File: src/rtl/i2c_pkg.sv
// Shared I2C constants and types used by both the target receiver and the bus master.
package i2c_pkg;

  localparam int unsigned I2C_ADDR_W = 7;
  localparam int unsigned I2C_DATA_W = 8;
  localparam int unsigned I2C_CNT_W  = 4;

  // Bit index of the ninth clock, where the receiver drives ACK/NACK
  localparam logic [I2C_CNT_W-1:0] I2C_ACK_BIT = I2C_CNT_W'(8);

  localparam logic I2C_RW_WRITE = 1'b0;
  localparam logic I2C_RW_READ  = 1'b1;

  // Master-side timing defaults (system clocks per SCL phase)
  localparam int unsigned I2C_MST_CLK_DIV_STD  = 250;
  localparam int unsigned I2C_MST_CLK_DIV_FAST = 63;
  localparam int unsigned I2C_MST_SETUP_CYC    = 4;

  typedef enum logic [2:0] {
    ST_IDLE     = 3'd0,
    ST_ADDR     = 3'd1,
    ST_ADDR_ACK = 3'd2,
    ST_DATA     = 3'd3,
    ST_DATA_ACK = 3'd4,
    ST_STRETCH  = 3'd5,
    ST_IGNORE   = 3'd6
  } i2c_rx_state_e;

endpackage

File: src/rtl/i2c_line_sync.sv
// Synchronizes raw SCL/SDA and flags SCL edges plus START/STOP bus conditions.
module i2c_line_sync #(
  parameter int unsigned SYNC_STAGES = 2
) (
  input  logic clk,
  input  logic rst_n,
  input  logic i_scl,
  input  logic i_sda,
  output logic o_sda_s,
  output logic o_scl_rise_c,
  output logic o_scl_fall_c,
  output logic o_start_c,
  output logic o_stop_c
);

  logic [SYNC_STAGES-1:0] r_scl_sync;
  logic [SYNC_STAGES-1:0] r_sda_sync;
  logic                   r_scl_d;
  logic                   r_sda_d;
  logic                   w_scl_s;
  logic                   w_sda_s;

  // Reset to 1 so a freshly released block sees an idle bus
  always_ff @(posedge clk or negedge rst_n) begin
    if (!rst_n) begin
      r_scl_sync <= '1;
      r_sda_sync <= '1;
      r_scl_d    <= 1'b1;
      r_sda_d    <= 1'b1;
    end else begin
      r_scl_sync <= SYNC_STAGES'({r_scl_sync, i_scl});
      r_sda_sync <= SYNC_STAGES'({r_sda_sync, i_sda});
      r_scl_d    <= w_scl_s;
      r_sda_d    <= w_sda_s;
    end
  end

  assign w_scl_s      = r_scl_sync[SYNC_STAGES-1];
  assign w_sda_s      = r_sda_sync[SYNC_STAGES-1];
  assign o_sda_s      = w_sda_s;
  assign o_scl_rise_c = w_scl_s & ~r_scl_d;
  assign o_scl_fall_c = ~w_scl_s & r_scl_d;
  assign o_start_c    = w_scl_s & r_sda_d & ~w_sda_s;
  assign o_stop_c     = w_scl_s & ~r_sda_d & w_sda_s;

endmodule

File: src/rtl/i2c_target_rx.sv
// Write-only I2C target: ACKs its address, receives bytes into a one-deep
// holding slot and stretches SCL while that slot is still occupied.
module i2c_target_rx
  import i2c_pkg::*;
#(
  parameter logic [I2C_ADDR_W-1:0] TARGET_ADDR = 7'h50,
  parameter int unsigned           SYNC_STAGES = 2
) (
  input  logic                  clk,
  input  logic                  rst_n,
  input  logic                  scl_i,
  input  logic                  sda_i,
  output logic                  scl_oe,
  output logic                  sda_oe,
  output logic [I2C_DATA_W-1:0] rx_data,
  output logic                  rx_valid,
  input  logic                  rx_ready,
  output logic                  busy
);

  i2c_rx_state_e         r_state, w_state_n;
  logic [I2C_CNT_W-1:0]  r_bit_cnt, w_bit_cnt_n;
  logic [I2C_DATA_W-1:0] r_shift, w_shift_n;
  logic [I2C_DATA_W-1:0] r_rx_data, w_rx_data_n;
  logic                  r_rx_valid, w_rx_valid_n;
  logic                  r_sda_oe, w_sda_oe_n;
  logic                  r_scl_oe, w_scl_oe_n;
  logic                  r_busy, w_busy_n;
  logic                  r_stretch_ld, w_stretch_ld_n;

  logic w_sda_s;
  logic w_scl_rise;
  logic w_scl_fall;
  logic w_start;
  logic w_stop;
  logic w_slot_free;
  logic w_addr_hit;

  i2c_line_sync #(
    .SYNC_STAGES (SYNC_STAGES)
  ) u_line_sync (
    .clk          (clk),
    .rst_n        (rst_n),
    .i_scl        (scl_i),
    .i_sda        (sda_i),
    .o_sda_s      (w_sda_s),
    .o_scl_rise_c (w_scl_rise),
    .o_scl_fall_c (w_scl_fall),
    .o_start_c    (w_start),
    .o_stop_c     (w_stop)
  );

  assign w_slot_free = ~r_rx_valid | rx_ready;
  assign w_addr_hit  = (r_shift[I2C_DATA_W-1:1] == TARGET_ADDR) && (r_shift[0] == I2C_RW_WRITE);

  always_ff @(posedge clk or negedge rst_n) begin
    if (!rst_n) begin
      r_state      <= ST_IDLE;
      r_bit_cnt    <= '0;
      r_shift      <= '0;
      r_rx_data    <= '0;
      r_rx_valid   <= 1'b0;
      r_sda_oe     <= 1'b0;
      r_scl_oe     <= 1'b0;
      r_busy       <= 1'b0;
      r_stretch_ld <= 1'b0;
    end else begin
      r_state      <= w_state_n;
      r_bit_cnt    <= w_bit_cnt_n;
      r_shift      <= w_shift_n;
      r_rx_data    <= w_rx_data_n;
      r_rx_valid   <= w_rx_valid_n;
      r_sda_oe     <= w_sda_oe_n;
      r_scl_oe     <= w_scl_oe_n;
      r_busy       <= w_busy_n;
      r_stretch_ld <= w_stretch_ld_n;
    end
  end

  // Next-state and datapath; bus conditions override every state
  always_comb begin
    w_state_n      = r_state;
    w_bit_cnt_n    = r_bit_cnt;
    w_shift_n      = r_shift;
    w_rx_data_n    = r_rx_data;
    w_rx_valid_n   = r_rx_valid & ~rx_ready;
    w_sda_oe_n     = r_sda_oe;
    w_scl_oe_n     = r_scl_oe;
    w_busy_n       = r_busy;
    w_stretch_ld_n = r_stretch_ld;

    if (w_start) begin
      w_state_n      = ST_ADDR;
      w_bit_cnt_n    = '0;
      w_sda_oe_n     = 1'b0;
      w_scl_oe_n     = 1'b0;
      w_busy_n       = 1'b1;
      w_stretch_ld_n = 1'b0;
    end else if (w_stop) begin
      w_state_n      = ST_IDLE;
      w_sda_oe_n     = 1'b0;
      w_scl_oe_n     = 1'b0;
      w_busy_n       = 1'b0;
      w_stretch_ld_n = 1'b0;
    end else begin
      case (r_state)
        ST_ADDR, ST_DATA: begin
          if (w_scl_rise && (r_bit_cnt < I2C_ACK_BIT)) begin
            w_shift_n   = {r_shift[I2C_DATA_W-2:0], w_sda_s};
            w_bit_cnt_n = r_bit_cnt + I2C_CNT_W'(1);
          end else if (w_scl_fall && (r_bit_cnt == I2C_ACK_BIT)) begin
            if (r_state == ST_ADDR) begin
              w_state_n  = w_addr_hit ? ST_ADDR_ACK : ST_IGNORE;
              w_sda_oe_n = w_addr_hit;
            end else if (w_slot_free) begin
              w_rx_data_n  = r_shift;
              w_rx_valid_n = 1'b1;
              w_sda_oe_n   = 1'b1;
              w_state_n    = ST_DATA_ACK;
            end else begin
              w_scl_oe_n = 1'b1;
              w_state_n  = ST_STRETCH;
            end
          end
        end
        ST_ADDR_ACK, ST_DATA_ACK: begin
          if (w_scl_fall) begin
            w_sda_oe_n  = 1'b0;
            w_bit_cnt_n = '0;
            w_state_n   = ST_DATA;
          end
        end
        ST_STRETCH: begin
          // Load first with SCL still held, release one cycle later
          if (r_stretch_ld) begin
            w_scl_oe_n     = 1'b0;
            w_stretch_ld_n = 1'b0;
            w_state_n      = ST_DATA_ACK;
          end else if (w_slot_free) begin
            w_rx_data_n    = r_shift;
            w_rx_valid_n   = 1'b1;
            w_sda_oe_n     = 1'b1;
            w_stretch_ld_n = 1'b1;
          end
        end
        ST_IGNORE: begin
          w_sda_oe_n = 1'b0;
          w_scl_oe_n = 1'b0;
        end
        ST_IDLE: begin
          w_sda_oe_n = 1'b0;
          w_scl_oe_n = 1'b0;
        end
        default: begin
          w_state_n  = ST_IDLE;
          w_sda_oe_n = 1'b0;
          w_scl_oe_n = 1'b0;
        end
      endcase
    end
  end

  assign scl_oe   = r_scl_oe;
  assign sda_oe   = r_sda_oe;
  assign rx_data  = r_rx_data;
  assign rx_valid = r_rx_valid;
  assign busy     = r_busy;

endmodule

File: config.mk
export PLATFORM = sky130hd
export DESIGN_NAME = i2c_target_rx
export DESIGN_NICKNAME = d
export VERILOG_FILES = /design/src/rtl/i2c_pkg.sv /design/src/rtl/i2c_line_sync.sv /design/src/rtl/i2c_target_rx.sv
export SDC_FILE = /design/constraint.sdc
export NUM_CORES = 1
export LEC_CHECK = 0
export CAP_MARGIN = 20
export CORE_MARGIN = 2
export CORE_UTILIZATION = 50
export CTS_CLUSTER_SIZE = 14
export DETAILED_ROUTE_END_ITERATION = 12
export GPL_TIMING_DRIVEN = 0
export PLACE_DENSITY = 0.71
export SYNTH_ARGS = -nofsm -noshare
export SYNTH_HDL_FRONTEND = slang
export SYNTH_SLANG_ARGS = --single-unit
File: constraint.sdc
create_clock -name clk -period 3.8 [get_ports clk]
set_clock_uncertainty 0.05 [all_clocks]
set_input_delay 0.76 -clock clk [delete_from_list [all_inputs] [get_ports clk]]
set_output_delay 0.76 -clock clk [all_outputs]
set_load 0.02 [all_outputs]
==> report_table.html, run 1 <==
<table>
<tr><th>Metric</th><th>Value</th></tr>
<tr><th colspan="2">Synthesis</th></tr>
<tr><td>EDFF count, synth</td><td>0</td></tr>
<tr><td>Synth top area cells</td><td>sky130_fd_sc_hd__dfrtp_1, sky130_fd_sc_hd__mux2_2, sky130_fd_sc_hd__dfstp_2, sky130_fd_sc_hd__nor2_1, sky130_fd_sc_hd__nand2_1</td></tr>
<tr><td>Fraction of synthesized cell area taken by the top area cell type</td><td>40.5%</td></tr>
<tr><td>Primary FF master, synth</td><td>sky130_fd_sc_hd__dfrtp_1</td></tr>
<tr><td>Post-synthesis area per instance</td><td>~11 µm²</td></tr>
<tr><td>Net count of the mapped netlist</td><td>161</td></tr>
<tr><td>Post-synthesis cell type with the largest combined area</td><td>sky130_fd_sc_hd__dfrtp_1</td></tr>
<tr><td>Number of register bits inferred by synthesis</td><td>34</td></tr>
<tr><td>Number of warnings printed during yosys synthesis</td><td>0</td></tr>
<tr><td>Share of synthesized area occupied by flip-flops and latches</td><td>approximately 50%</td></tr>
<tr><td>Synthesized netlist cell count</td><td>154</td></tr>
<tr><td>Async S/R FF share, synth</td><td>100%</td></tr>
<tr><td>Post-synthesis cell area</td><td>between 1500 and 2000 µm²</td></tr>
<tr><td>Number of distinct library cells after synthesis</td><td>47</td></tr>
<tr><th colspan="2">Place</th></tr>
<tr><td>Global placement routability congestion</td><td>between 0.9 and 1</td></tr>
<tr><td>Port-buffer cells</td><td>16</td></tr>
<tr><td>Post-DP HPWL</td><td>2420 µm</td></tr>
<tr><td>Number of placed cells counting well taps</td><td>roughly 220</td></tr>
<tr><th colspan="2">Routing</th></tr>
<tr><td>Aggregate routed wire length</td><td>3430 µm</td></tr>
<tr><td>Post-DR wirelength/cell</td><td>approximately 15 µm</td></tr>
<tr><td>Final routed DRC violation total</td><td>0</td></tr>
<tr><td>Post-DR vias/cell</td><td>approximately 5.6</td></tr>
<tr><td>Pre-antenna DRT Iters</td><td>4</td></tr>
<tr><td>Via Count</td><td>approximately 1,300</td></tr>
<tr><td>Antenna viol nets, final</td><td>0</td></tr>
<tr><td>Detailed Route Iter0 Violations</td><td>61</td></tr>
<tr><th colspan="2">Die</th></tr>
<tr><td>Initial Utilization</td><td>around half</td></tr>
<tr><td>Horizontal die dimension</td><td>between 60 and 70 µm</td></tr>
<tr><td>Die height</td><td>~63 µm</td></tr>
<tr><td>Number of top-level pins</td><td>17</td></tr>
<tr><td>Die outline area</td><td>just under 4000 µm²</td></tr>
<tr><td>Core area</td><td>roughly 3300 µm²</td></tr>
<tr><td>Number of placement rows</td><td>21</td></tr>
<tr><th colspan="2">STA</th></tr>
<tr><td>Slew HR</td><td>51.6%</td></tr>
<tr><td>Slew Limit Fails</td><td>0</td></tr>
<tr><td>Setup Viol. Count Final</td><td>0</td></tr>
<tr><td>Unrepaired setup endpoints after global routing</td><td>no</td></tr>
<tr><td>Highest clock frequency the design can meet</td><td>0.440 GHz</td></tr>
<tr><td>Number of hold violations in the final report</td><td>0</td></tr>
<tr><td>Worst-Margin Slew</td><td>about 0.7 ns</td></tr>
<tr><td>Hold slack final</td><td>roughly 0.31 ns</td></tr>
<tr><td>Final worst path period need</td><td>roughly 2.3 ns</td></tr>
<tr><td>Part of the cycle the worst path needs</td><td>about three fifths</td></tr>
<tr><td>Setup TNS after final layout</td><td>0 ns</td></tr>
<tr><th colspan="2">CTS</th></tr>
<tr><td>Clock tree from TritonCTS</td><td>done</td></tr>
<tr><td>CTS H-tree lvls</td><td>2</td></tr>
<tr><td>Total clock buffers created by CTS</td><td>5</td></tr>
<tr><td>Root Buffer</td><td>sky130_fd_sc_hd__clkbuf_4</td></tr>
<tr><td>Number of sinks handled by clock tree synthesis</td><td>34</td></tr>
<tr><td>Buffers from clock root to sink, at most</td><td>2</td></tr>
<tr><td>Post-cts repair resize count</td><td>0</td></tr>
<tr><td>Worst skew pair latency</td><td>between 0.3 and 0.4 ns</td></tr>
<tr><td>Hold buffer count at cts</td><td>0</td></tr>
<tr><td>CTS clock-pin slew for the worst setup and hold paths</td><td>~0.11 ns</td></tr>
<tr><td>Postcts setup bufs</td><td>0</td></tr>
<tr><th colspan="2">Finish</th></tr>
<tr><td>Filler cell count</td><td>~320</td></tr>
<tr><td>Core utilization of the finished layout</td><td>between 50% and 60%</td></tr>
<tr><td>Number of nets in the final layout</td><td>between 150 and 200</td></tr>
<tr><td>Antenna Cells</td><td>0</td></tr>
<tr><td>Proportion of layout cells with a drive suffix above 1</td><td>around a quarter</td></tr>
<tr><td>Final non-filler cell total</td><td>between 200 and 250</td></tr>
<tr><td>Commonest cells after routing, fill and taps aside</td><td>sky130_fd_sc_hd__dfrtp_1, sky130_fd_sc_hd__mux2_2, sky130_fd_sc_hd__clkdlybuf4s50_1</td></tr>
<tr><td>Most frequent standard cell in the layout excluding fill and tap cells</td><td>sky130_fd_sc_hd__dfrtp_1</td></tr>
<tr><td>Layout overhead on the synthesized area</td><td>15.5%</td></tr>
<tr><th colspan="2">Global route</th></tr>
<tr><td>Number of global-route vias before repair</td><td>approximately 1,300</td></tr>
<tr><td>Global route overflow</td><td>0</td></tr>
<tr><td>Initial antenna violation count</td><td>0</td></tr>
<tr><td>Wire length of the first global-routing pass</td><td>6130 µm</td></tr>
<tr><td>Global router's overall resource usage</td><td>approximately 20%</td></tr>
<tr><td>Largest net degree at the start of global routing</td><td>35</td></tr>
<tr><th colspan="2">Setup path</th></tr>
<tr><td>Start-to-end type of the worst setup path</td><td>flop to flop</td></tr>
<tr><td>Worst Setup End Kind</td><td>flop</td></tr>
<tr><td>Required time of the critical path</td><td>3.98 ns</td></tr>
<tr><td>CP max FO</td><td>8</td></tr>
<tr><td>Nature of the critical path startpoint</td><td>flop</td></tr>
<tr><td>Data arrival time of the critical path</td><td>approximately 2.5 ns</td></tr>
<tr><td>Longest individual stage delay on the worst path</td><td>~0.67 ns</td></tr>
<tr><td>Series of cell instances along the critical path</td><td>buf_6, or2b_2, clkbuf_2, nor2_1, a2111oi_0, a21oi_1, a211oi_1</td></tr>
<tr><td>Standard cell with the maximum stage delay on the critical path</td><td>sky130_fd_sc_hd__a2111oi_0</td></tr>
<tr><th colspan="2">Power and ir drop</th></tr>
<tr><td>IR drop worst, VDD</td><td>around 380 µV</td></tr>
<tr><td>Power dissipated by switching net loads</td><td>0.000508 W</td></tr>
<tr><td>Sw Ratio</td><td>38.5%</td></tr>
<tr><td>Sequential share of power</td><td>a little over two fifths</td></tr>
<tr><td>Relative contribution of combinational cells to total power</td><td>~43%</td></tr>
<tr><td>Leakage dissipation</td><td>between 0.8 and 0.9 nW</td></tr>
<tr><td>Fraction of power consumed by the clock network</td><td>15.0%</td></tr>
<tr><td>Internal Power</td><td>0.000812 W</td></tr>
<tr><td>Power per cell area</td><td>between 600 and 700 nW/µm²</td></tr>
<tr><th colspan="2">Flow run</th></tr>
<tr><td>Max cap viols</td><td>0</td></tr>
<tr><th colspan="2">Min path</th></tr>
<tr><td>Kind of path behind the tightest hold check</td><td>flop to flop</td></tr>
<tr><th colspan="2">Run status</th></tr>
<tr><td>Status</td><td>finished clean</td></tr>
</table>
==> cell usage after synthesis (all sizes together), types with 2 or more instances <==
library cell	instances
buf	2
a21oi	6
dfstp	6
mux2	17
nand3b	3
a2111oi	2
o21ai	6
ha	2
nand2b	2
nand2	12
inv	6
xnor2	2
clkbuf	6
nor2	13
nand3	4
nor3	6
and2b	2
dfrtp	28
a211oi	3
nor3b	2
nor2b	3
==> routing by layer <==
layer / vias up / part of all wire [%] / track usage [%]
met2: 37 / 51 / 35.2
met3: 6 / 4.8 / 6.49
met5: - / 0 / 0
li1: 602 / - / -
met1: 619 / 43 / 22.6
met4: 0 / 1.5 / 8.61
==> cell type report <==
type / instances / area [µm²] / area share [%]
timing repair buffer: 16 / 155 / 7.76
clock inverter: 2 / 13.8 / 0.688
tap: 46 / 57.6 / 2.88
inverter: 6 / 22.5 / 1.13
buffer: 8 / 57.6 / 2.88
clock buffer: 6 / 41.3 / 2.07
sequential: 34 / 858 / 42.9
multi-input combinational: 106 / 793 / 39.7
==> cells by family after synthesis <==
| family | share of synthesized area (%) |
|---|---|
| compound gates | 13.3 |
| xor+xnor | 1.52 |
| fa+ha+maj | 1.44 |
| buf+inv | 4.62 |
| flops | 49.6 |
| mux | 11.1 |
| simple gates | 18.5 |
==> through the flow <==
stage / power (W) / setup slack [ns] / instance area (µm²)
2_1_floorplan: 0.000947 / 1.77 / 1730
3_3_place_gp: 0.00111 / 1.24 / 1950
3_5_place_dp: 0.00113 / 1.32 / 1940
4_1_cts: 0.00133 / 1.54 / 2000
5_1_grt: 0.00142 / 1.39 / 2000
6_report: 0.00132 / 1.53 / 2000
==> final timing paths <==
| check | start | to | slack [ns] | depth (start not counted) |
|---|---|---|---|---|
| setup / recovery | r_state[0] | sda_oe | 1.53 | 7 |
| hold / removal | u_line_sync.r_scl_sync[0] | u_line_sync.r_scl_sync[1] | 0.31 | 0 |
| setup reg to reg | r_state[0] | sda_oe | 1.53 | 7 |
| hold reg to reg | u_line_sync.r_scl_sync[0] | u_line_sync.r_scl_sync[1] | 0.31 | 0 |
| max in group asynchronous | rst_n | r_state[0] | 2.80 | 1 |
| min in group asynchronous | rst_n | r_bit_cnt[2] | 0.43 | 1 |
==> sequential cells by signal (all words and copies together), names as in the netlist <==
signal and cells:
r_shift 8, rx_data 8, r_bit_cnt 4, r_state 3
u_line_sync.r_scl_sync 2, u_line_sync.r_sda_sync 2, busy 1, r_stretch_ld 1
rx_valid 1, scl_oe 1, sda_oe 1, u_line_sync.r_scl_d 1
u_line_sync.r_sda_d 1
==> power groups by stage <==
stage / combinational, W / sequential, W / clock [W]
final: 0.000567 / 0.000556 / 0.000197
after CTS: 0.000569 / 0.000558 / 0.000207
after global routing: 0.000618 / 0.000574 / 0.000228
after detailed placement: 0.000563 / 0.000564 / 0
after floorplan: 0.000363 / 0.000584 / 0
after global placement: 0.000552 / 0.000556 / 0
==> worst max-delay path, delay by kind of cell, from the launching register on <==
kind / cells / cell delay, ns
buffers and inverters: 2 / 0.36
AO/OA/AOI/OAI: 3 / 1.11
flip-flops: 1 / 0.40
AND/OR/NAND/NOR: 2 / 0.27
(Power assumes the default switching activity.)
==> inputs of run 2 (changes only) <==
--- a/config.mk
+++ b/config.mk
@@ -11,7 +11,7 @@
 export CTS_CLUSTER_SIZE = 14
 export DETAILED_ROUTE_END_ITERATION = 12
 export GPL_TIMING_DRIVEN = 0
-export PLACE_DENSITY = 0.71
+export PLACE_DENSITY = 0.74
 export SYNTH_ARGS = -nofsm -noshare
 export SYNTH_HDL_FRONTEND = slang
 export SYNTH_SLANG_ARGS = --single-unit
==> constraint.sdc (replaced) <==
create_clock -name clk -period 1.9 [get_ports clk]
set_clock_uncertainty 0.05 [all_clocks]
set_input_delay 0.38 -clock clk [delete_from_list [all_inputs] [get_ports clk]]
set_output_delay 0.38 -clock clk [all_outputs]
set_load 0.02 [all_outputs]
==> run 2 against run 1 <==
The run now ends with setup timing left. Power increased by 130%. Worst hold slack worse by 0.27 ns. Cell count is 6.7% higher. First-iteration DRC count up 1.6%. Setup slack lost 1.6 ns. Critical endpoint is now rx_data[7].
==> report_table.html, run 2 (same netlist as run 1, synthesis figures left out) <==
<table>
<tr><th>Metric</th><th>Value</th></tr>
<tr><th colspan="2">Finish</th></tr>
<tr><td>Antenna Cells</td><td>0 (unchanged)</td></tr>
<tr><td>Most frequent standard cell in the layout excluding fill and tap cells</td><td>sky130_fd_sc_hd__dfrtp_1</td></tr>
<tr><td>Layout overhead on the synthesized area</td><td>34.0%</td></tr>
<tr><td>Commonest cells after routing, fill and taps aside</td><td>sky130_fd_sc_hd__dfrtp_1, sky130_fd_sc_hd__mux2_4, sky130_fd_sc_hd__buf_4</td></tr>
<tr><td>Final non-filler cell total</td><td>239 (+6.7%)</td></tr>
<tr><td>Filler cell count</td><td>227 (-28%)</td></tr>
<tr><td>Proportion of layout cells with a drive suffix above 1</td><td>39.4% (+14 points)</td></tr>
<tr><td>Number of nets in the final layout</td><td>199 (+8.2%)</td></tr>
<tr><th colspan="2">Routing</th></tr>
<tr><td>Detailed Route Iter0 Violations</td><td>62 (+1.6%)</td></tr>
<tr><td>Pre-antenna DRT Iters</td><td>4 (unchanged)</td></tr>
<tr><td>Aggregate routed wire length</td><td>3880 µm (+13%)</td></tr>
<tr><td>Via Count</td><td>1,385 (+9.6%)</td></tr>
<tr><td>Post-DR vias/cell</td><td>5.79 (+2.7%)</td></tr>
<tr><td>Antenna viol nets, final</td><td>0 (unchanged)</td></tr>
<tr><td>Post-DR wirelength/cell</td><td>16.2 µm (+5.8%)</td></tr>
<tr><td>Final routed DRC violation total</td><td>0 (unchanged)</td></tr>
<tr><th colspan="2">STA</th></tr>
<tr><td>Hold slack final</td><td>0.0438 ns (-0.268 ns)</td></tr>
<tr><td>Setup Viol. Count Final</td><td>9 (+9)</td></tr>
<tr><td>Number of hold violations in the final report</td><td>0 (unchanged)</td></tr>
<tr><td>Worst-Margin Slew</td><td>0.743 ns (+0.0345 ns)</td></tr>
<tr><td>PnR worst setup slack</td><td>-0.0466 ns (-1.58 ns)</td></tr>
<tr><td>Unrepaired setup endpoints after global routing</td><td>yes</td></tr>
<tr><td>Final worst path period need</td><td>1.95 ns (-0.325 ns)</td></tr>
<tr><td>Setup TNS after final layout</td><td>-0.344 ns (-0.344 ns)</td></tr>
<tr><td>Highest clock frequency the design can meet</td><td>0.514 GHz (+17%)</td></tr>
<tr><td>Slew Limit Fails</td><td>0 (unchanged)</td></tr>
<tr><td>Slew HR</td><td>50.5% (-1.1 points)</td></tr>
<tr><td>Part of the cycle the worst path needs</td><td>102% (+43 points)</td></tr>
<tr><th colspan="2">Power and ir drop</th></tr>
<tr><td>IR drop worst, VDD</td><td>856 µV (+120%)</td></tr>
<tr><td>Leakage dissipation</td><td>1.03 nW (+18%)</td></tr>
<tr><td>Power per cell area</td><td>1330 nW/µm² (+100%)</td></tr>
<tr><td>Post-layout power</td><td>0.00309 W (+130%)</td></tr>
<tr><th colspan="2">Global route</th></tr>
<tr><td>Global router's overall resource usage</td><td>20.7% (+0.51 points)</td></tr>
<tr><td>Initial antenna violation count</td><td>0 (unchanged)</td></tr>
<tr><td>Largest net degree at the start of global routing</td><td>35 (unchanged)</td></tr>
<tr><td>Global route overflow</td><td>0 (unchanged)</td></tr>
<tr><td>Wire length of the first global-routing pass</td><td>6390 µm (+4.3%)</td></tr>
<tr><td>Number of global-route vias before repair</td><td>1,395 (+7.8%)</td></tr>
<tr><th colspan="2">Die</th></tr>
<tr><td>Die outline area</td><td>3950 µm² (unchanged)</td></tr>
<tr><td>Horizontal die dimension</td><td>62.9 µm (unchanged)</td></tr>
<tr><td>Number of placement rows</td><td>21 (unchanged)</td></tr>
<tr><td>Core area</td><td>3340 µm² (unchanged)</td></tr>
<tr><td>Die height</td><td>62.9 µm (unchanged)</td></tr>
<tr><td>Initial Utilization</td><td>51.9% (unchanged)</td></tr>
<tr><td>Number of top-level pins</td><td>17 (unchanged)</td></tr>
<tr><th colspan="2">CTS</th></tr>
<tr><td>Hold buffer count at cts</td><td>0 (unchanged)</td></tr>
<tr><td>Buffers from clock root to sink, at most</td><td>2 (unchanged)</td></tr>
<tr><td>Total clock buffers created by CTS</td><td>5 (unchanged)</td></tr>
<tr><td>Number of sinks handled by clock tree synthesis</td><td>34 (unchanged)</td></tr>
<tr><td>Root Buffer</td><td>sky130_fd_sc_hd__clkbuf_4</td></tr>
<tr><td>Worst skew pair latency</td><td>0.33 ns (about the same)</td></tr>
<tr><td>CTS H-tree lvls</td><td>2 (unchanged)</td></tr>
<tr><td>Clock tree from TritonCTS</td><td>done</td></tr>
<tr><td>CTS clock-pin slew for the worst setup and hold paths</td><td>0.11 ns (about the same)</td></tr>
<tr><th colspan="2">Setup path</th></tr>
<tr><td>Required time of the critical path</td><td>2.08 ns (-1.90 ns)</td></tr>
<tr><td>Data arrival time of the critical path</td><td>2.13 ns (-0.33 ns)</td></tr>
<tr><td>Worst Setup End Kind</td><td>flop</td></tr>
<tr><td>CP max FO</td><td>8 (unchanged)</td></tr>
<tr><td>Nature of the critical path startpoint</td><td>flop</td></tr>
<tr><td>Start-to-end type of the worst setup path</td><td>flop to flop</td></tr>
<tr><th colspan="2">Min path</th></tr>
<tr><td>Kind of path behind the tightest hold check</td><td>primary input to async pin</td></tr>
<tr><th colspan="2">Place</th></tr>
<tr><td>Port-buffer cells</td><td>16 (unchanged)</td></tr>
<tr><td>Global placement routability congestion</td><td>0.882 (-3.8%)</td></tr>
<tr><td>Number of placed cells counting well taps</td><td>216 (unchanged)</td></tr>
<tr><td>Post-DP HPWL</td><td>2370 µm (-2.0%)</td></tr>
<tr><th colspan="2">Run status</th></tr>
<tr><td>Status</td><td>finished, violations left</td></tr>
<tr><td>Violations in the final reports</td><td>setup timing</td></tr>
<tr><th colspan="2">Flow run</th></tr>
<tr><td>Max cap viols</td><td>0 (unchanged)</td></tr>
</table>
[run 2: where the power goes]
group	total (W)	internal, W	switching [W]
registers	0.00114	0.000940	0.000202
clock network	0.000449	0.000185	0.000264
logic	0.00150	0.000793	0.000708
[run 2: layout make-up]
cell class	instances	area, µm²	share of cell area, %
well taps	46	57.6	2.48
flip-flops and latches	34	858	37.0
multi-input cells	106	955	41.1
clock inverters	2	16.3	0.701
plain buffers	5	45.0	1.94
repair buffers	34	315	13.6
inverters	6	22.5	0.970
clock buffers	6	51.3	2.21
[run 2: metal layers]
layer	up-vias	wire length, µm	GRT usage (%)
met5	-	0	0
met4	0	76	8.61
met3	12	194	6.31
met2	43	1940	34.3
met1	692	1660	25.1
li1	638	-	-
[run 2: worst max-delay path, stage by stage, from the launching register on]
cell	delay [ns]
sky130_fd_sc_hd__dfstp_2	0.56
sky130_fd_sc_hd__or3b_1	0.36
sky130_fd_sc_hd__buf_6	0.15
sky130_fd_sc_hd__nor2_4	0.11
sky130_fd_sc_hd__a21oi_2	0.06
sky130_fd_sc_hd__o2111ai_4	0.09
sky130_fd_sc_hd__buf_12	0.17
sky130_fd_sc_hd__mux2_4	0.30
[run 2: what timing repair did]
action | CTS | global route
endpoints found under the setup margin | 24 | 23
pin swaps | 6 | 8
resized for setup | 14 | 15
buffers inserted | 6 | 12
[run 2: stage by stage]
step,setup WS (ns),util [%],area (µm²)
6_report,-0.0466,69.6,2320
5_1_grt,-0.126,69.6,2320
2_1_floorplan,-0.0503,-,1790
4_1_cts,-0.0263,65.3,2180
3_3_place_gp,-0.262,60.1,2000
3_5_place_dp,-0.305,59.9,2000
[run 2: path summary, 6_finish.rpt]
kind | to | start | slack (ns) | cells past startpoint
setup / recovery | rx_data[7] | u_line_sync.r_scl_sync[1] | -0.05 | 7
hold / removal | r_state[1] | rst_n | 0.04 | 1
setup reg to reg | rx_data[7] | u_line_sync.r_scl_sync[1] | -0.05 | 7
hold reg to reg | u_line_sync.r_scl_sync[1] | u_line_sync.r_scl_sync[0] | 0.31 | 0
max in group asynchronous | rx_data[5] | rst_n | 1.28 | 1
min in group clk | u_line_sync.r_scl_sync[1] | u_line_sync.r_scl_sync[0] | 0.31 | 0
==> inputs of run 3 (changes only) <==
--- a/config.mk
+++ b/config.mk
@@ -12,6 +12,7 @@
 export DETAILED_ROUTE_END_ITERATION = 12
 export GPL_TIMING_DRIVEN = 0
 export PLACE_DENSITY = 0.74
+export SLEW_MARGIN = 20
 export SYNTH_ARGS = -nofsm -noshare
 export SYNTH_HDL_FRONTEND = slang
 export SYNTH_SLANG_ARGS = --single-unit
==> run 3 against run 2 <==
The flow still finishes with violations (setup timing). Non-clock buffer count shrank 3. Worst hold slack gained 0.27 ns. Maximum frequency grew 0.84%. Cell count shrank 1.3%. Via count shrank 2.8%. Sequential share of layout area is essentially flat. Clock power is essentially flat. Setup slack gained 0.016 ns. Register-to-register slack gained 0.02 ns. Sequential cell count is the same. Critical endpoint is now r_shift[4].
==> report_table.html, run 3 (same netlist as run 1, synthesis figures left out) <==
<table>
<tr><th>Metric</th><th>Value</th></tr>
<tr><th colspan="2">Min path</th></tr>
<tr><td>Hold worst-path end</td><td>u_line_sync.r_scl_sync[1]</td></tr>
<tr><td>Critical hold path startpoint</td><td>u_line_sync.r_scl_sync[0]</td></tr>
<tr><td>Kind of path behind the tightest hold check</td><td>flop to flop</td></tr>
<tr><td>Hold Path Cell Cnt</td><td>0</td></tr>
<tr><th colspan="2">Power and ir drop</th></tr>
<tr><td>IR drop worst, VDD</td><td>815 µV (-4.8%)</td></tr>
<tr><td>Power per cell area</td><td>1320 nW/µm² (-1.2%)</td></tr>
<tr><td>Leakage dissipation</td><td>1.02 nW (-1.3%)</td></tr>
<tr><th colspan="2">Routing</th></tr>
<tr><td>Post-DR wirelength/cell</td><td>16.1 µm (-0.66%)</td></tr>
<tr><td>Pre-antenna DRT Iters</td><td>4 (unchanged)</td></tr>
<tr><td>Detailed Route Iter0 Violations</td><td>65 (+4.8%)</td></tr>
<tr><td>Final routed DRC violation total</td><td>0 (unchanged)</td></tr>
<tr><td>Antenna viol nets, final</td><td>0 (unchanged)</td></tr>
<tr><td>Post-DR vias/cell</td><td>5.70 (-1.6%)</td></tr>
<tr><td>Via Count</td><td>1,346 (-2.8%)</td></tr>
<tr><td>Aggregate routed wire length</td><td>3800 µm (-1.9%)</td></tr>
<tr><th colspan="2">Global route</th></tr>
<tr><td>Number of global-route vias before repair</td><td>1,374 (-1.5%)</td></tr>
<tr><td>Global route overflow</td><td>0 (unchanged)</td></tr>
<tr><td>Initial antenna violation count</td><td>0 (unchanged)</td></tr>
<tr><td>Largest net degree at the start of global routing</td><td>24 (-31%)</td></tr>
<tr><td>Wire length of the first global-routing pass</td><td>6560 µm (+2.6%)</td></tr>
<tr><td>Global router's overall resource usage</td><td>20.9% (+0.24 points)</td></tr>
<tr><th colspan="2">Run status</th></tr>
<tr><td>Status</td><td>finished, violations left</td></tr>
<tr><td>Violations in the final reports</td><td>setup timing</td></tr>
<tr><th colspan="2">CTS</th></tr>
<tr><td>CTS clock-pin slew for the worst setup and hold paths</td><td>0.11 ns (about the same)</td></tr>
<tr><td>Worst skew pair latency</td><td>0.33 ns (about the same)</td></tr>
<tr><td>CTS H-tree lvls</td><td>2 (unchanged)</td></tr>
<tr><td>Total clock buffers created by CTS</td><td>5 (unchanged)</td></tr>
<tr><td>Buffers from clock root to sink, at most</td><td>2 (unchanged)</td></tr>
<tr><td>Number of sinks handled by clock tree synthesis</td><td>34 (unchanged)</td></tr>
<tr><td>Clock tree from TritonCTS</td><td>done</td></tr>
<tr><td>Root Buffer</td><td>sky130_fd_sc_hd__clkbuf_4</td></tr>
<tr><th colspan="2">Finish</th></tr>
<tr><td>Number of nets in the final layout</td><td>196 (-1.5%)</td></tr>
<tr><td>Core utilization of the finished layout</td><td>69.5% (-0.075 points)</td></tr>
<tr><td>Layout overhead on the synthesized area</td><td>33.9%</td></tr>
<tr><td>Commonest cells after routing, fill and taps aside</td><td>sky130_fd_sc_hd__dfrtp_1, sky130_fd_sc_hd__mux2_4, sky130_fd_sc_hd__clkdlybuf4s50_1</td></tr>
<tr><td>Antenna Cells</td><td>0 (unchanged)</td></tr>
<tr><td>Proportion of layout cells with a drive suffix above 1</td><td>37.4% (-2.0 points)</td></tr>
<tr><td>Filler cell count</td><td>242 (+6.6%)</td></tr>
<tr><td>Most frequent standard cell in the layout excluding fill and tap cells</td><td>sky130_fd_sc_hd__dfrtp_1</td></tr>
<tr><th colspan="2">STA</th></tr>
<tr><td>Worst-Margin Slew</td><td>0.563 ns (-0.180 ns)</td></tr>
<tr><td>Setup Viol. Count Final</td><td>17 (+8)</td></tr>
<tr><td>Number of hold violations in the final report</td><td>0 (unchanged)</td></tr>
<tr><td>Slew Limit Fails</td><td>0 (unchanged)</td></tr>
<tr><td>Slew HR</td><td>62.3% (+12 points)</td></tr>
<tr><td>Part of the cycle the worst path needs</td><td>102% (-0.85 points)</td></tr>
<tr><td>Setup TNS after final layout</td><td>-0.306 ns (+0.0383 ns)</td></tr>
<tr><td>PnR worst setup slack</td><td>-0.0305 ns (+0.0161 ns)</td></tr>
<tr><td>Unrepaired setup endpoints after global routing</td><td>yes</td></tr>
<tr><td>Highest clock frequency the design can meet</td><td>0.518 GHz (+0.84%)</td></tr>
<tr><td>Final worst path period need</td><td>1.93 ns (-0.0161 ns)</td></tr>
<tr><th colspan="2">Place</th></tr>
<tr><td>Post-Place Worst Slack</td><td>-0.337 ns (-0.0320 ns)</td></tr>
<tr><td>Port-buffer cells</td><td>16 (unchanged)</td></tr>
<tr><td>Global placement routability congestion</td><td>0.882 (unchanged)</td></tr>
<tr><td>Post-DP HPWL</td><td>2470 µm (+4.2%)</td></tr>
<tr><th colspan="2">Die</th></tr>
<tr><td>Core area</td><td>3340 µm² (unchanged)</td></tr>
<tr><td>Initial Utilization</td><td>51.9% (unchanged)</td></tr>
<tr><td>Number of top-level pins</td><td>17 (unchanged)</td></tr>
<tr><td>Die height</td><td>62.9 µm (unchanged)</td></tr>
<tr><td>Horizontal die dimension</td><td>62.9 µm (unchanged)</td></tr>
<tr><td>Die outline area</td><td>3950 µm² (unchanged)</td></tr>
<tr><td>Number of placement rows</td><td>21 (unchanged)</td></tr>
<tr><th colspan="2">Setup path</th></tr>
<tr><td>Worst reg-to-reg setup slack</td><td>-0.03 ns (+0.02 ns)</td></tr>
<tr><td>Worst r2r path cells</td><td>5 (-2)</td></tr>
<tr><td>CP max FO</td><td>8 (unchanged)</td></tr>
<tr><td>Data arrival time of the critical path</td><td>2.11 ns (-0.02 ns)</td></tr>
<tr><td>Worst Setup End Kind</td><td>flop</td></tr>
<tr><td>End of the worst register-to-register path</td><td>r_shift[4]</td></tr>
<tr><td>Startpoint of the worst register-to-register path</td><td>u_line_sync.r_scl_sync[1]</td></tr>
<tr><td>Required time of the critical path</td><td>2.08 ns (about the same)</td></tr>
<tr><td>Delay-heaviest family, CP</td><td>simple AND/OR/NAND/NOR gates</td></tr>
<tr><td>Nature of the critical path startpoint</td><td>flop</td></tr>
<tr><td>Buffering stage count on the worst path with inverters included</td><td>2 (unchanged)</td></tr>
<tr><td>Series of cell instances along the critical path</td><td>or3b_1, buf_6, nor3_4, buf_12, mux2_4</td></tr>
<tr><td>Standard cell with the maximum stage delay on the critical path</td><td>sky130_fd_sc_hd__dfstp_2</td></tr>
<tr><td>Start-to-end type of the worst setup path</td><td>flop to flop</td></tr>
<tr><td>Longest individual stage delay on the worst path</td><td>0.56 ns (about the same)</td></tr>
<tr><th colspan="2">Flow run</th></tr>
<tr><td>Max cap viols</td><td>0 (unchanged)</td></tr>
</table>
## run 3: cell count changes in the layout (fill, tap and decap cells not counted), sizes merged
cell | before | now
clkbuf | 8 | 9
buf | 22 | 17
dlygate4sd3 | 0 | 1
## run 3: layout make-up
class / instances / area [µm²] / share of cell area [%]
buffer: 6 / 50.0 / 2.16
clock buffer: 6 / 51.3 / 2.21
clock inverter: 2 / 16.3 / 0.702
inverter: 6 / 22.5 / 0.971
multi-input combinational: 106 / 967 / 41.7
sequential: 34 / 858 / 37.0
tap: 46 / 57.6 / 2.48
timing repair buffer: 30 / 295 / 12.7
## run 3: worst max-delay path by stage
stage                                    from            to  cells after the start
global route        u_line_sync.r_scl_sync[1]  r_bit_cnt[2]                      6
finish              u_line_sync.r_scl_sync[1]    r_shift[4]                      5
floorplan           u_line_sync.r_scl_sync[1]  r_bit_cnt[2]                      6
global placement                        rst_n    r_shift[7]                      1
detailed placement               r_bit_cnt[1]        scl_oe                      7
CTS                 u_line_sync.r_scl_sync[1]    r_shift[3]                      5
## run 3: metrics by stage
stage	total power, W	hold WS [ns]	cell area [µm²]	std cells
6_report	0.00305	0.314	2320	236
5_1_grt	0.00325	0.321	2320	236
4_1_cts	0.00298	0.315	2250	231
3_5_place_dp	0.00235	0.245	2030	217
3_3_place_gp	0.00230	0.296	2000	216
2_1_floorplan	0.00199	0.0344	1790	154
## run 3: layer usage
layer	wire length, µm	vias up	track usage (%)
met5	0	-	0
met4	76	0	8.33
met3	206	10	5.59
met2	1880	49	32.7
met1	1640	663	27.8
li1	-	624	-
## run 3: report_power, final
group | total (W) | switching (W) | internal (W)
Clock | 0.000449 | 0.000264 | 0.000185
Combinational | 0.00146 | 0.000703 | 0.000761
Sequential | 0.00114 | 0.000199 | 0.000940
## run 3: timing repair
action | CTS | global route
hold buffers | 1 | 0
pin swaps | 7 | 6
gates resized for setup | 20 | 8
endpoints found under the setup margin | 24 | 22
setup buffers | 7 | 5
hold endpoints to repair | 11 | 0
